**config.mk**
```make
export PLATFORM = sky130hd
export DESIGN_NAME = code_lock_fsm
export DESIGN_NICKNAME = d
export VERILOG_FILES = /design/src/rtl/code_lock_fsm.sv
export SDC_FILE = /design/constraint.sdc
export NUM_CORES = 1
export LEC_CHECK = 0
export ABC_CLOCK_PERIOD_IN_PS = 2500
export CAP_MARGIN = 20
export CORE_ASPECT_RATIO = 0.5
export CORE_UTILIZATION = 40
export DETAILED_ROUTE_END_ITERATION = 16
export GPL_ROUTABILITY_DRIVEN = 0
export GPL_TIMING_DRIVEN = 0
export SYNTH_ARGS = -nofsm -noshare
export SYNTH_HDL_FRONTEND = slang
export SYNTH_SLANG_ARGS = --single-unit
export TNS_END_PERCENT = 50
```
**constraint.sdc**
```tcl
create_clock -name clk -period 2.5 [get_ports clk]
set_input_delay 0.75 -clock clk [delete_from_list [all_inputs] [get_ports clk]]
set_output_delay 0.75 -clock clk [all_outputs]
set_load 0.05 [all_outputs]
```
**src/rtl/code_lock_fsm.sv**
```systemverilog
// code_lock_fsm: programmable button-code lock with retry counting, lockout and idle timeout on one 7-seg digit
module code_lock_fsm #(
   parameter int CODE_LEN = 4,
   parameter logic [2*CODE_LEN-1:0] DEFAULT_CODE = 8'h2B,
   parameter int MAX_TRIES = 3,
   parameter int TIMEOUT_CYC = 1000,
   parameter int LOCK_CYC = 5000
) (
   input  logic       clk,
   input  logic       reset,
   input  logic       Ubtn,
   input  logic       Dbtn,
   input  logic       Lbtn,
   input  logic       Rbtn,
   input  logic       prog_req,
   output logic [6:0] SSG_D,
   output logic [2:0] SSG_EN,
   output logic       unlocked,
   output logic       locked_out,
   output logic [2:0] fail_count
);
   localparam int CW = 2 * CODE_LEN;
   localparam int TW = $clog2((TIMEOUT_CYC > LOCK_CYC ? TIMEOUT_CYC : LOCK_CYC) + 1);
   localparam logic [6:0] DIGIT [9] = '{7'b1000000, 7'b1111001, 7'b0100100, 7'b0110000,
      7'b0011001, 7'b0010010, 7'b0000010, 7'b1111000, 7'b0000000};
   typedef enum logic [2:0] {ENTRY, OPEN, PROG, FAIL, LOCKOUT} state_t;
   state_t state_q, state_d;
   logic [3:0] cnt_q, cnt_d, pcnt_q, pcnt_d, btn_q, rise, base_cnt;
   logic mis_q, mis_d, prog_q, base_mis, press, multi, prog_edge, retry;
   logic [2:0] fail_q, fail_d;
   logic [CW-1:0] code_q, code_d, shadow_q, shadow_d;
   logic [TW-1:0] tmr_q, tmr_d;
   logic [1:0] val, exp_v;
   logic [6:0] ssg_q, ssg_d;
   logic unl_q, unl_d, lo_q, lo_d;
   int sh;
   always_ff @(posedge clk) begin
      if (reset) begin
         state_q <= ENTRY;
         cnt_q <= '0;
         pcnt_q <= '0;
         mis_q <= 1'b0;
         fail_q <= '0;
         code_q <= DEFAULT_CODE;
         shadow_q <= '0;
         tmr_q <= '0;
         btn_q <= '0;
         prog_q <= 1'b0;
         ssg_q <= DIGIT[0];
         unl_q <= 1'b0;
         lo_q <= 1'b0;
      end else begin
         state_q <= state_d;
         cnt_q <= cnt_d;
         pcnt_q <= pcnt_d;
         mis_q <= mis_d;
         fail_q <= fail_d;
         code_q <= code_d;
         shadow_q <= shadow_d;
         tmr_q <= tmr_d;
         btn_q <= {Ubtn, Dbtn, Lbtn, Rbtn};
         prog_q <= prog_req;
         ssg_q <= ssg_d;
         unl_q <= unl_d;
         lo_q <= lo_d;
      end
   end
   always_comb begin
      rise = {Ubtn, Dbtn, Lbtn, Rbtn} & ~btn_q;
      press = |rise;
      multi = (rise & (rise - 4'd1)) != 4'd0;
      val = {rise[1] | rise[0], rise[2] | rise[0]};
      prog_edge = prog_req & ~prog_q;
      retry = state_q == FAIL;
      base_cnt = retry ? 4'd0 : cnt_q;
      base_mis = retry ? 1'b0 : mis_q;
      sh = 2 * (CODE_LEN - 1 - int'(base_cnt));
      exp_v = code_q[sh+:2];
      state_d = state_q;
      cnt_d = cnt_q;
      pcnt_d = pcnt_q;
      mis_d = mis_q;
      fail_d = fail_q;
      code_d = code_q;
      shadow_d = shadow_q;
      tmr_d = tmr_q;
      case (state_q)
         ENTRY, FAIL: begin
            if (retry && int'(fail_q) == MAX_TRIES) begin
               state_d = LOCKOUT;
               tmr_d = '0;
            end else if (press) begin
               state_d = ENTRY;
               cnt_d = base_cnt + 4'd1;
               mis_d = base_mis | multi | (val != exp_v);
               tmr_d = '0;
               if (cnt_d == 4'(CODE_LEN)) begin
                  state_d = mis_d ? FAIL : OPEN;
                  fail_d = !mis_d ? 3'd0 : (fail_q == 3'd7) ? fail_q : fail_q + 3'd1;
                  cnt_d = '0;
                  mis_d = 1'b0;
               end
            end else if (!retry && cnt_q != 4'd0) begin
               tmr_d = tmr_q + 1'b1;
               if (tmr_q == TW'(TIMEOUT_CYC - 1)) begin
                  cnt_d = '0;
                  mis_d = 1'b0;
                  tmr_d = '0;
               end
            end
         end
         OPEN: begin
            if (prog_edge) begin
               state_d = PROG;
               pcnt_d = '0;
               tmr_d = '0;
            end
         end
         PROG: begin
            // an ambiguous multi-button press aborts rather than being guessed at
            if (press && multi) state_d = OPEN;
            else if (press) begin
               shadow_d = (shadow_q << 2) | CW'(val);
               pcnt_d = pcnt_q + 4'd1;
               tmr_d = '0;
               if (pcnt_d == 4'(CODE_LEN)) begin
                  code_d = shadow_d;
                  state_d = ENTRY;
                  cnt_d = '0;
                  mis_d = 1'b0;
               end
            end else if (tmr_q == TW'(TIMEOUT_CYC - 1)) state_d = OPEN;
            else tmr_d = tmr_q + 1'b1;
         end
         LOCKOUT: begin
            tmr_d = tmr_q + 1'b1;
            if (tmr_q == TW'(LOCK_CYC - 1)) begin
               state_d = ENTRY;
               cnt_d = '0;
               mis_d = 1'b0;
               fail_d = '0;
               tmr_d = '0;
            end
         end
         default: state_d = ENTRY;
      endcase
   end
   always_comb begin
      ssg_d = state_q == OPEN ? 7'b0010000 :
              state_q == PROG ? 7'b0001100 :
              state_q == FAIL ? 7'b0000110 :
              state_q == LOCKOUT ? 7'b1000111 : DIGIT[cnt_q];
      unl_d = state_q == OPEN;
      lo_d = state_q == LOCKOUT;
   end
   assign SSG_D = ssg_q;
   assign SSG_EN = 3'b110;
   assign unlocked = unl_q;
   assign locked_out = lo_q;
   assign fail_count = fail_q;
endmodule

```
* After elaboration in Yosys (flattened, before gate mapping)
Memory sizes are Yosys's and may differ from the RTL's.
Cells that the tools add are included.
Widths: inputs -> output; s select.
** Storage, ports and cells
- Register bits after elaboration :: 56
- Bits in read-only memories :: 112
- Bits of input ports :: 7
- Output and inout bits :: 15
- Word-level logic and storage cells :: 148
- Memories kept :: 1
** Cells by class
- $add $sub $neg :: 6
- Order comparisons :: 1
- Equal/unequal tests :: 27
- Shifts and indexed selects :: 1
- Muxes and demuxes :: 59
- Bitwise operators :: 12
- Reductions and logical operators :: 24
** Memories
- (name not given) :: words 16, width 7, read ports 1, clocked after memory_dff 0, wr ports 0, line 152 : state_q == LOCKOUT ? 7'b1000111 : DIGIT[cnt_q];
** Operator list (count)
- $mux 13 :: 9
- $mux 4 :: 13
- $pmux 13 s4 :: 1
- $mux 7 :: 6
- $mux 3 :: 13
- $ne 3x3->1 const B :: 5
- $ne 2x2->1 const B :: 7
- $add 13x1->13 const B :: 1
- $eq 13x10->1 const B :: 1
- $eq 13x13->1 const B :: 1
- $ne 4x4->1 const B :: 3
- $pmux 3 s4 :: 1
- $pmux 4 s3 :: 1
- $reduce_bool 4->1 :: 3
- $mux 1 :: 10
- $reduce_and 5->1 :: 2
- $eq 3x3->1 const B :: 3
- $add 4x1->4 const B :: 2
- $and 4x4->4 :: 2
- $eq 4x3->1 const B :: 2
- $or 8x2->8 :: 1
- $pmux 4 s2 :: 1
- $reduce_and 4->1 :: 2
- $reduce_and 8->1 :: 1
- other kinds (28) :: 39

* Logic depth before layout (Yosys ltp)
Gate-level depths: netlist of the first run.
- Depth in word-level cells :: 12
- Depth in mapped cells :: 10

* Worst setup path after synthesis of the first run
No wires, ideal clock.
- Kind :: register -> register
- Start :: reg fail_q[0] (netlist: fail_count[0])
- End :: reg tmr_q[5]
- Arrival :: 2605 ps
- Slack :: -176 ps
- Cell stages (with the launch flop) :: 10
- Buffers on the path :: 1
- Cell sequence :: dfxtp_1 ha_1 ha_1 and3b_1 o21ai_2 o22ai_1 a211o_1 buf_6 or4_1 a21oi_1
** Between the ends
- Longest elaborated chain between the ends :: 4
- Elaborated cells between the ends (all ways) :: 6
- Those cells by class :: 2 x eq/ne; 2 x mux; 2 x reduce/logical
** Ends and longest elaborated chain
- start, declared :: line 30 : logic [2:0] fail_q, fail_d;
- start signal, assigned :: line 57 : fail_q <= fail_d;
- $eq 3x3->1 (*) :: line 89 : if (retry && int'(fail_q) == MAX_TRIES) begin
- $logic_and 1x1->1 (*) :: line 89
- $ne 4x4->1 (no line) or $mux 13 (tied branches)
- $reduce_and 5->1 (no line) or $pmux 13 s4 (tied branches)
- end signal, assigned :: line 60 : tmr_q <= tmr_d;
- end, declared :: line 32 : logic [TW-1:0] tmr_q, tmr_d;
Mark *: on every way between the ends. The rest lies on a longest branch, timed or not.
A chain may end at the register's enable or synchronous reset.

* Worst setup path after layout of the first run
- Start :: in prog_req
- End :: reg tmr_q[7]
** Between the ends
- Longest elaborated chain between the ends :: 3
** Ends and longest elaborated chain
- start, declared :: line 15 : input logic prog_req,
- $and 1x1->1 :: line 73 : prog_edge = prog_req & ~prog_q;
- $ne 2x2->1 (no line)
- $reduce_and 5->1 (no line)
No other way between the ends.

==> impl_metrics.csv, run 1 <==
group,metric,value,unit
layout,layout.nets,443,
placement,hpwl,6250,µm
run_status,status,"finished, final reports clean",
clock_network,hold_buffers,0,
clock_network,insertion_delay,0.30,ns
synth,yosys-top-cells-count,"dfxtp_1 (56), nor2_1 (39), nand2_1 (38)",
route,drt_wl_total,8790,µm
setup_path,rr_worst_depth,9,
synth,synth_edf_count,0,
pwr,pwr_density_cell,957,nW/µm²
clock_network,htreeDepth,2,
placement,numPortBuffers,17,
setup_path,critPathLaunchType,"input pin",
layout,syn2layout_area_growth,22.1,%
synth,yosysSeqAreaShare,34.8,%
placement,dpl_cell_area,3530,µm²
die,initial_core_util,42.6,%
clock_network,cts_sinks,56,
setup_path,worst_ep_arrival_time,2.66,ns
setup_path,r2r-end,"tmr_q[7]",
setup_path,setup.worst_path.end_class,"register",
synth,ys_ff_latch,56,
layout,fin_cells,534,
route,drtIter0Drc,282,
layout,fillers,703,
synth,yosysTopAreaCell,"dfxtp_1",
timing,finalHoldViolCount,0,
die,fp.coreArea,7570,µm²
route,drtAntennaViolNets,0,
timing,finClkSkew,0.00827,ns
timing,rsz0062_at_grt,"false",
layout,drive_above_1_share,15.7,%
global_routing,grt_pass1_vias,2885,
timing,setup_viol,0,
placement,dpl.cell_count,520,
die,die_y,65.5,µm
synth,synth_area_leaders,"dfxtp_1 (35%), a21oi_1 (5.0%), nor2_1 (4.5%)",
setup_path,critPathLaunch,"prog_req",
route,drt-vias-per-instance,5.81,
route,drc,0,
global_routing,grt_use_total,22.0,%
setup_path,rrSetupSlack,0.08,ns
pwr,p_leak,1.45,nW
synth,syn_inst,394,
min_path,hold_class,"reg2reg",
clock_network,cts_tree,"built",
die,die_area,8440,µm²
synth,synth_ff_type,"dfxtp_1",
route,wl_per_cell,16.5,µm
global_routing,grt_overflow,0,
clock_network,cts.clk_slew.worst_paths,0.07,ns
setup_path,rr_startpoint,"fail_count[0]",
die,rows,22,
min_path,holdCritStartpoint,"shadow_q[4]",
timing,setup_tns,0,ns
synth,synth_area_per_cell,8.18,µm²
min_path,hold_depth,2,
timing,relSlewSlack,55.6,%
timing,max_freq,412,MHz
timing,worstMarginPinSlew,0.666,ns
global_routing,antenna_found_initial,0,
synth,yosys_warnings,0,
setup_path,crit_fanout,5,
die,fp.dieW,129,µm
layout,diodes,0,
clock_network,cts_buffers,5,
synth,syn_area,3220,µm²
layout,design_area,3940,µm²
global_routing,grt_pass1_wl,14500,µm
timing,slew_viol_final,0,
setup_path,critPathKind,"in2reg",
synth,synthDistinctLibCells,69,
setup_path,cp.required,2.73,ns
clock_network,cts-root-buf,"clkbuf_16",
min_path,worst_hold_path.endpoint,"code_q[6]",
synth,synth.most_common_cell,"dfxtp_1",
timing,period_needed,2.43,ns
flow_run,drv_cap,0,
route,drt-pass1-iter-count,5,
die,ios,22,
synth,yosys.area.top_type_share,34.8,%
global_routing,grt_max_degree,18,
clock_network,clk_path_buf_depth,2,
synth,async_flop_share,0,%
timing,period_share,97.0,%
route,dr_total_vias,3102,
pwr,peakVddDrop,0.000369,V
[power by group]
group	internal, W	switching [W]
Sequential	0.00101	0.0000828
Clock	0.000503	0.000333
Combinational	0.000678	0.00116
Total	0.00220	0.00157
[metrics by stage]
step                      hold slack, ns  total power (W)  utilization [%]  worst slack, ns
after global routing               0.487          0.00400             52.0         0.000797
after detailed placement           0.449          0.00278             46.7           -0.838
after global placement             0.444          0.00274             46.7           -0.776
after CTS                          0.462          0.00367             50.3          -0.0930
final                              0.459          0.00377             52.0           0.0739
after floorplan                    0.431          0.00234                -           0.0203
[logic make-up (layout without fill, tap and decap cells)]
| group | count (synthesis) | count (layout) | synth area share (%) |
|---|---|---|---|
| simple gates | 168 | 168 | 27.9 |
| compound gates | 107 | 107 | 22.5 |
| flops | 56 | 56 | 34.8 |
| buf+inv | 31 | 62 | 4.62 |
| mux | 12 | 12 | 3.81 |
| fa+ha+maj | 11 | 11 | 4.27 |
| xor+xnor | 7 | 7 | 1.90 |
| other cells | 2 | 3 | 0.233 |
[timing repair]
item | 4_1_cts | 5_1_grt
gates cloned | 0 | 1
endpoints found under the hold margin | 0 | 0
endpoints found under the setup margin | 39 | 39
gates resized for setup | 20 | 30
pin swaps | 3 | 11
setup buffers | 3 | 3
[metal layers]
layer	track usage [%]	wire, µm	up-vias
met2	35.1	3850	102
met5	0	0	-
li1	-	-	1506
met1	29.8	4220	1478
met3	5.13	618	16
met4	6.18	97	0
[cell usage in the layout, fill, tap and decap left out, types with 4 or more instances in the layout]
master / netlist / layout
mux2i_1: 10 / 9
ha_1: 11 / 9
nor3_1: 4 / 4
xor2_1: 4 / 4
nor2b_1: 12 / 7
nand3_1: 15 / 14
clkdlybuf4s50_1: 0 / 13
a211oi_1: 4 / 4
nand2_1: 38 / 37
o21ai_0: 15 / 13
nor2b_4: 0 / 5
or3_1: 6 / 6
or4_4: 0 / 4
a21oi_1: 32 / 28
nor4_1: 4 / 4
clkbuf_1: 10 / 7
a21oi_2: 1 / 5
and4_1: 4 / 4
nand4_1: 7 / 7
nand3b_1: 4 / 4
a211o_1: 5 / 5
inv_1: 11 / 11
buf_6: 2 / 4
dlymetal6s2s_1: 0 / 4
buf_4: 4 / 8
nor2_1: 39 / 37
clkbuf_16: 0 / 5
dfxtp_1: 56 / 54
o31ai_1: 9 / 7
nand2b_1: 5 / 5
[worst max path at each step]
stage / endpoint / slack [ns] / cells after the start
floorplan: tmr_q[5] / 0.02 / 9
global placement: tmr_q[1] / -0.78 / 9
detailed placement: tmr_q[1] / -0.84 / 9
CTS: tmr_q[7] / -0.09 / 8
global route: tmr_q[5] / 0.0008 / 9
finish: tmr_q[7] / 0.07 / 8
[registers in the layout, indices dropped and copies added (netlist names)]
register    flops
SSG_D           7
pcnt_q          4
mis_q           1
code_q          8
state_q         3
locked_out      1
unlocked        1
shadow_q        6
fail_count      3
btn_q           4
tmr_q          13
prog_q          1
cnt_q           4
[layout make-up]
type	instances	area (µm²)	area share [%]
multi-input combinational	308	2110	53.6
sequential	56	1120	28.6
timing repair buffer	23	226	5.76
clock buffer	6	139	3.53
tap	108	135	3.43
buffer	20	120	3.05
inverter	11	41.3	1.05
clock inverter	2	38.8	0.986
[worst max-delay path, cell delays in order]
cell and delay, ns:
clkdlybuf4s50_1 0.47, nor2b_4 0.17, nor2_1 0.05, o21a_1 0.17, a211o_1 0.29, buf_6 0.15
or4_4 0.48, a21oi_2 0.13
Power figures use the tool's default switching activity.
==> run 2, diff against run 1 <==
--- a/config.mk
+++ b/config.mk
@@ -12,6 +12,7 @@
 export DETAILED_ROUTE_END_ITERATION = 16
 export GPL_ROUTABILITY_DRIVEN = 0
 export GPL_TIMING_DRIVEN = 0
+export HOLD_SLACK_MARGIN = 0.08
 export SYNTH_ARGS = -nofsm -noshare
 export SYNTH_HDL_FRONTEND = slang
 export SYNTH_SLANG_ARGS = --single-unit
==> results of run 2 <==
Same layout as run 1: the final DEF is identical, and so are final timing and power.
==> run 3, diff against run 2 <==
--- a/config.mk
+++ b/config.mk
@@ -10,9 +10,9 @@
 export CORE_ASPECT_RATIO = 0.5
 export CORE_UTILIZATION = 40
 export DETAILED_ROUTE_END_ITERATION = 16
-export GPL_ROUTABILITY_DRIVEN = 0
 export GPL_TIMING_DRIVEN = 0
 export HOLD_SLACK_MARGIN = 0.08
+export SLEW_MARGIN = 20
 export SYNTH_ARGS = -nofsm -noshare
 export SYNTH_HDL_FRONTEND = slang
 export SYNTH_SLANG_ARGS = --single-unit
==> run 3 against run 2 <==
  * Maximum frequency decreased by 1.2%
  * Hold slack gained 0.0064 ns
  * Final area grew 2.5%
  * Die area is the same
  * Clock power hardly changed
  * Register-to-register slack lost 0.04 ns
  * Largest power group unchanged
==> impl_metrics.csv, run 3 (synthesis gave the netlist of run 1 again) <==
group,metric,value,unit
layout,largest_reg_flops,13,
timing,period_share,98.2,%
route,dr_total_vias,3119,
timing,max_freq,407,MHz
route,drt-pass1-iter-count,5,
setup_path,rr_startpoint,"fail_count[0]",
clock_network,cts-root-buf,"clkbuf_16",
die,die_y,65.5,µm
clock_network,cts_buffers,5,
pwr,peakVddDrop,0.000422,V
die,initial_core_util,42.6,%
die,fp.dieW,129,µm
setup_path,cp.required,2.73,ns
timing,finClkSkew,0.00661,ns
setup_path,r2r-end,"tmr_q[12]",
min_path,hold_class,"reg2reg",
layout,syn2layout_area_growth,25.2,%
layout,drive_above_1_share,17.5,%
layout,design_area,4030,µm²
clock_network,clk_path_buf_depth,2,
placement,dpl_cell_area,3530,µm²
setup_path,rr_worst_depth,9,
global_routing,antenna_found_initial,0,
route,drtIter0Drc,270,
route,drtAntennaViolNets,0,
clock_network,htreeDepth,2,
layout,diodes,0,
layout,layout.nets,451,
placement,place_congestion,0.885,
layout,final_common_cell,"dfxtp_1",
placement,hpwl,6210,µm
clock_network,insertion_delay,0.30,ns
min_path,worst_hold_path.endpoint,"code_q[2]",
route,drt_wl_total,8740,µm
placement,numPortBuffers,17,
global_routing,grt_max_degree,18,
min_path,hold_depth,2,
timing,finalHoldViolCount,0,
run_status,status,"finished, final reports clean",
route,drc,0,
die,die_area,8440,µm²
flow_run,drv_cap,0,
setup_path,rrSetupSlack,0.04,ns
timing,slew_viol_final,0,
route,drt-vias-per-instance,5.75,
setup_path,critPathLaunchType,"register",
min_path,holdCritStartpoint,"code_q[2]",
global_routing,grt_pass1_vias,2770,
setup_path,crit_fanout,8,
timing,worst_slack,0.0441,ns
timing,setup_tns,0,ns
layout,final_cell_mix,"dfxtp_1 (54), nand2_1 (37), nor2_1 (35)",
die,rows,22,
placement,pre_cts_slack,-0.834,ns
timing,relSlewSlack,55.7,%
pwr,pwr_density_cell,959,nW/µm²
global_routing,grt_pass1_wl,14000,µm
die,fp.coreArea,7570,µm²
pwr,p_leak,1.48,nW
global_routing,grt_use_total,21.5,%
timing,setup_viol,0,
setup_path,setup.worst_path.end_class,"register",
timing,worstMarginPinSlew,0.665,ns
global_routing,grt_overflow,0,
setup_path,critPathKind,"reg2reg",
clock_network,cts_sinks,56,
setup_path,worst_ep_arrival_time,2.69,ns
setup_path,critPathLaunch,"fail_count[0]",
clock_network,cts.clk_slew.worst_paths,0.07,ns
die,ios,22,
timing,period_needed,2.46,ns
layout,regMostFlops,"tmr_q",
route,wl_per_cell,16.1,µm
clock_network,hold_buffers,0,
clock_network,cts_tree,"built",
-- run 3: repair_timing --
| item | CTS | global route |
|---|---|---|
| resized for setup | 31 | 26 |
| buffers inserted | 9 | 7 |
| hold endpoints to repair | 0 | 0 |
| endpoints found under the setup margin | 39 | 26 |
| pin swaps | 15 | 8 |
-- run 3: routing by layer --
| metal | wire [µm] | share of wire (%) | global-route usage (%) |
|---|---|---|---|
| met1 | 4240 | 49 | 30.8 |
| met2 | 3870 | 44 | 33.2 |
| met3 | 566 | 6.5 | 4.23 |
| met4 | 69 | 0.79 | 4.71 |
| met5 | 0 | 0 | 0 |
-- run 3: power breakdown --
part           total, W  internal, W  switching [W]
clock network  0.000837     0.000503       0.000334
registers       0.00110      0.00102      0.0000848
logic           0.00193     0.000758        0.00117
total           0.00387      0.00228        0.00159
-- run 3: layout make-up --
class / count / area (µm²)
Buffer: 20 / 124
Clock buffer: 6 / 139
Clock inverter: 2 / 38.8
Fill cell: 714 / 3540
Inverter: 11 / 41.3
Multi-Input combinational cell: 308 / 2150
Sequential cell: 56 / 1130
Tap cell: 108 / 135
Timing Repair Buffer: 31 / 280
-- run 3: worst max-delay path, stage by stage, from the launching register on --
cell and delay (ns):
dfxtp_4 0.37, ha_4 0.14, ha_2 0.19, and3b_1 0.22, o21ai_4 0.23, o22ai_2 0.12, a211o_1 0.35, buf_6 0.15
or4_1 0.50, a21oi_2 0.12
-- run 3: worst max-delay path by stage --
stage,to,slack [ns],depth (start not counted)
finish,tmr_q[12],0.04,9
global route,tmr_q[4],-0.02,10
CTS,tmr_q[4],-0.01,9
detailed placement,tmr_q[1],-0.83,9
global placement,tmr_q[1],-0.83,9
floorplan,tmr_q[5],0.02,9
-- run 3: metrics by stage --
step / instances / utilization (%) / total power [W] / hold WS, ns
2_1_floorplan: 395 / - / 0.00234 / 0.431
3_3_place_gp: 520 / 46.7 / 0.00275 / 0.444
3_5_place_dp: 520 / 46.7 / 0.00278 / 0.449
4_1_cts: 536 / 51.3 / 0.00374 / 0.466
5_1_grt: 542 / 53.3 / 0.00411 / 0.486
6_report: 542 / 53.3 / 0.00387 / 0.465
